[src/rtl/register_file.sv]
// Renamed architectural register file: each register holds a committed value and
// the ROB tag of its pending producer, with combinational operand lookup and commit bypass.
module register_file #(
  parameter int REG_NUM  = 32,
  parameter int ROB_ID_W = 5,
  parameter int DATA_W   = 32
) (
  input  logic                clk,
  input  logic                rst,
  input  logic                rdy,
  input  logic [4:0]          rs1_from_cmd,
  input  logic [4:0]          rs2_from_cmd,
  output logic [DATA_W-1:0]   V1_to_cmd,
  output logic [DATA_W-1:0]   V2_to_cmd,
  output logic [ROB_ID_W-1:0] Q1_to_cmd,
  output logic [ROB_ID_W-1:0] Q2_to_cmd,
  input  logic                enable_sign_from_cmd,
  input  logic [4:0]          rd_from_cmd,
  input  logic [ROB_ID_W-1:0] rob_id_from_cmd,
  input  logic                commit_sign,
  input  logic [4:0]          rd_from_rob,
  input  logic [ROB_ID_W-1:0] Q_from_rob,
  input  logic [DATA_W-1:0]   V_from_rob,
  input  logic                rollback_sign
);

  localparam int IDX_W = 5;
  localparam logic [ROB_ID_W-1:0] INVALID_ROB = '0;

  logic [DATA_W-1:0]   value [REG_NUM];
  logic [ROB_ID_W-1:0] tag   [REG_NUM];

  logic issue_ok;
  logic commit_ok;

  assign issue_ok  = enable_sign_from_cmd && !rollback_sign && (rd_from_cmd != '0);
  assign commit_ok = commit_sign && (rd_from_rob != '0);

  // Operand lookup sees pre-edge state; a commit retiring the current producer is forwarded.
  function automatic logic [DATA_W+ROB_ID_W-1:0] lookup(input logic [IDX_W-1:0] rs);
    logic [DATA_W-1:0]   v;
    logic [ROB_ID_W-1:0] q;
    v = '0;
    q = INVALID_ROB;
    if (rs == '0) begin
      v = '0;
      q = INVALID_ROB;
    end else if (commit_sign && (rd_from_rob == rs) && (Q_from_rob == tag[rs])) begin
      v = V_from_rob;
      q = INVALID_ROB;
    end else if (tag[rs] == INVALID_ROB) begin
      v = value[rs];
      q = INVALID_ROB;
    end else begin
      v = '0;
      q = tag[rs];
    end
    return {v, q};
  endfunction

  always_comb begin
    {V1_to_cmd, Q1_to_cmd} = lookup(rs1_from_cmd);
    {V2_to_cmd, Q2_to_cmd} = lookup(rs2_from_cmd);
  end

  // State update: x0 is never written, so it stays at its reset value of zero.
  always_ff @(posedge clk) begin
    if (rst) begin
      for (int i = 0; i < REG_NUM; i++) begin
        value[i] <= '0;
        tag[i]   <= INVALID_ROB;
      end
    end else if (rdy) begin
      for (int i = 1; i < REG_NUM; i++) begin
        if (commit_ok && (rd_from_rob == IDX_W'(i))) begin
          value[i] <= V_from_rob;
        end
        // Rollback clears all; a new rename beats the commit clear of an older tag.
        if (rollback_sign) begin
          tag[i] <= INVALID_ROB;
        end else if (issue_ok && (rd_from_cmd == IDX_W'(i))) begin
          tag[i] <= rob_id_from_cmd;
        end else if (commit_ok && (rd_from_rob == IDX_W'(i)) && (tag[i] == Q_from_rob)) begin
          tag[i] <= INVALID_ROB;
        end
      end
    end
  end

endmodule
[config.mk]
export PLATFORM = sky130hd
export DESIGN_NAME = register_file
export DESIGN_NICKNAME = d
export VERILOG_FILES = /design/src/rtl/register_file.sv
export SDC_FILE = /design/constraint.sdc
export NUM_CORES = 2
export LEC_CHECK = 0
export CAP_MARGIN = 30
export CELL_PAD_IN_SITES_DETAIL_PLACEMENT = 1
export CELL_PAD_IN_SITES_GLOBAL_PLACEMENT = 2
export CORE_MARGIN = 5
export CORE_UTILIZATION = 47
export DETAILED_ROUTE_END_ITERATION = 10
export GPL_TIMING_DRIVEN = 0
export PLACE_DENSITY_LB_ADDON = 0.1
export SLEW_MARGIN = 20
export SYNTH_ARGS = -nofsm -noshare
export SYNTH_HDL_FRONTEND = slang
export SYNTH_SLANG_ARGS = --single-unit
[constraint.sdc]
create_clock -name clk -period 4.3 [get_ports clk]
set_input_delay 0.86 -clock clk [delete_from_list [all_inputs] [get_ports clk]]
set_output_delay 0.86 -clock clk [all_outputs]
set_load 0.01 [all_outputs]
==> impl_metrics.json <==
{
  "synth.most_common_cell": "edfxtp_1",
  "synthArstFlopShare": 0,
  "cts_inserted_buffers": 133,
  "portBuffers": 126,
  "ys_seq_area_frac": 0.559,
  "synthXorXnorAreaFrac": 0.0236,
  "slew_viol_final": 0,
  "synth_top_family_by_area": "multiplexers",
  "syn_avg_cell_area_um2": 14.8,
  "synth_top_area_cell": "edfxtp_1",
  "drive_above_1_share": 0.309,
  "cp-start-kind": "input pin",
  "dr.pass1.iters": 8,
  "synthMuxAreaShare": 0.254,
  "reg2reg_from": "tag[24][0]$_SDFFCE_PP0P_",
  "drt_iter0_markers": 8213,
  "failed_checks": "setup timing",
  "fp-row-count": 132,
  "cts_hold_buf": 0,
  "synth_nets": 4241,
  "cp.arrival_ps": 4130,
  "slew_headroom": 0.199,
  "path_max_fanout": 10,
  "ys_seq_elements": 1147,
  "synth_area_leaders": "edfxtp_1, mux4_2, nor2_1",
  "pre_cts_slack_ps": -2590,
  "critical_path_class": "in -> out",
  "synthSimpleGateAreaFrac": 0.0905,
  "cts.path.max_buffers": 3,
  "core_um2": 130000,
  "p_leak_nw": 25.5,
  "min_to": "tag[15][0]$_SDFFCE_PP0P_",
  "cp.required_ps": 3440,
  "synth_edf_count": 1147,
  "hold_path.class": "in -> reg",
  "grt_usage": 0.438,
  "die_w_um": 372,
  "ys_top_cells_by_count": "edfxtp_1, nor2_1, mux4_2",
  "hold_violations": 0,
  "num_vias": 48100,
  "synthAdderAreaFrac": 0,
  "synth_compound_area_frac": 0.0398,
  "routed_wl_mm": 305,
  "die_h_um": 372,
  "areaGrowthSynthToFinish_pct": 20.2,
  "grt_overflow": 0,
  "cap_viol_max_count": 0,
  "clkTransAtPathRegs_ps": 60,
  "fin_crit_sh": 1.16,
  "htree_levels": 4,
  "rrSetupSlack_ps": 2050,
  "grt_max_degree": 26,
  "place.gp.congestion": 1.02,
  "synthCells": 4173,
  "fillCellCount": 12200,
  "io_pins": 142,
  "fin_tns_setup_ps": -36360,
  "worst_pin_slew_ps": 1200,
  "grt.busiest_layer": "met2",
  "wl_per_cell_um": 47.0,
  "final_antenna_net_count": 0,
  "ys.flop_type": "edfxtp_1",
  "holdPathStages": 2,
  "netlist_area_um2": 61700,
  "grt_pass1_wl_mm": 405,
  "clock_skew_ps": 7.37,
  "clkSinkCount": 1147,
  "ff2ff_path_depth": 4,
  "met1_usage": 0.550,
  "peakVddDrop_uv": 475,
  "worst_slack_ps": -694,
  "power_density_nw_per_um2": 409,
  "cts-root-buf": "clkbuf_16",
  "tritoncts": "built",
  "synth_cell_types": 71,
  "synth_top_area_frac": 0.559,
  "power_mw": 30.3,
  "via_per_inst": 7.42,
  "clock_latency_ps": 790,
  "met3_usage": 0.174,
  "grt.met2_usage": 0.637,
  "rsz0062_at_grt": "yes",
  "setup_viol": 74,
  "antenna_found_initial": 12,
  "worstReg2RegEnd": "tag[24][1]$_SDFFCE_PP0P_",
  "status": "finished, violations left",
  "cp-end-kind": "output pin",
  "initial_utilization": 0.474,
  "max_freq_mhz": 200,
  "nNetsFinal": 4698,
  "hold_start": "rob_id_from_cmd[0]",
  "dp.final_hpwl_mm": 208,
  "fin_crit_ps": 4990,
  "drcViolationCount": 0,
  "ys_warn_count": 0,
  "grt_pass1_vias": 47500,
  "die_area_um2": 139000
}
==> critical path, stage by stage <==
cell,delay (ps)
buf_2,300
clkbuf_8,300
mux4_2,390
a32o_2,290
a211oi_4,290
a21oi_2,90
nand4b_1,250
nor4_2,170
bufbuf_16,350
buf_16,150
buf_12,120
mux2i_4,380
buf_6,160
==> worst max path at each step <==
stage	end	startpoint	cells after the start
6_report	V1_to_cmd[21]	rs1_from_cmd[2]	13
3_5_place_dp	V2_to_cmd[15]	rs2_from_cmd[0]	16
5_1_grt	V1_to_cmd[3]	tag[31][0]$_SDFFCE_PP0P_	12
4_1_cts	V1_to_cmd[21]	tag[14][0]$_SDFFCE_PP0P_	11
2_1_floorplan	V1_to_cmd[10]	rs1_from_cmd[1]	10
3_3_place_gp	value[19][17]$_DFFE_PP_	rd_from_rob[4]	5
==> timing repair <==
action | CTS | global route
setup buffers | 61 | 35
gates cloned | 6 | 0
pin swaps | 22 | 10
setup endpoints to repair | 74 | 87
resized for setup | 780 | 55
==> logic make-up after synthesis <==
family	Yosys count
simple gates	1208
buf+inv	453
compound gates	358
mux	841
xor+xnor	166
flops	1147
==> layer usage <==
| layer | share of wire | vias up |
|---|---|---|
| li1 | - | 17300 |
| met1 | 0.34 | 25100 |
| met2 | 0.43 | 4544 |
| met3 | 0.15 | 1222 |
| met4 | 0.081 | 10 |
| met5 | 0.00093 | - |
==> metrics by stage <==
step                      hold WS [ps]  instances  utilization  cell area (µm²)
final                              852       6486        0.570            74100
after global routing               871       6477        0.570            74100
after CTS                          832       6438        0.566            73600
after detailed placement           999       6138        0.517            67200
after global placement             991       6041        0.501            65100
after floorplan                    875       4173            -            61700
==> power breakdown <==
group          switching (mW)  internal, mW  total (mW)
clock                    4.98          6.50        11.5
sequential              0.501          13.1        13.6
combinational            3.09          2.13        5.22
total                    8.57          21.7        30.3
==> state kept, by name, summed over array words and instances, names as in the netlist <==
signal / count
value: 992
tag: 155
==> cells in the final DEF, fill, tap and decap left out, types with 37 or more instances in the layout <==
cell             count
edfxtp_1          1147
nor2_1             614
mux4_2             555
clkbuf_1           183
mux2i_1            173
nand2_1            147
and2_1             140
clkbuf_16          137
xnor2_1            122
buf_6              121
buf_4              102
mux2_2              76
a21oi_1             75
buf_2               70
o21ai_0             64
nand3_1             59
buf_12              51
clkdlybuf4s50_1     49
clkbuf_2            45
xor2_1              44
nand2b_1            42
buf_16              40
inv_1               37
==> layout make-up <==
cell class	count	area, µm²	area share
sequential	1147	34400	0.465
multi-input combinational	2573	26200	0.353
timing repair buffer	325	3870	0.0523
clock buffer	158	3510	0.0473
buffer	410	3000	0.0405
tap	1742	2180	0.0294
clock inverter	79	741	0.00999
inverter	40	154	0.00208
antenna	12	30.0	0.000405
Note: power is estimated with default switching activity, not from simulation.
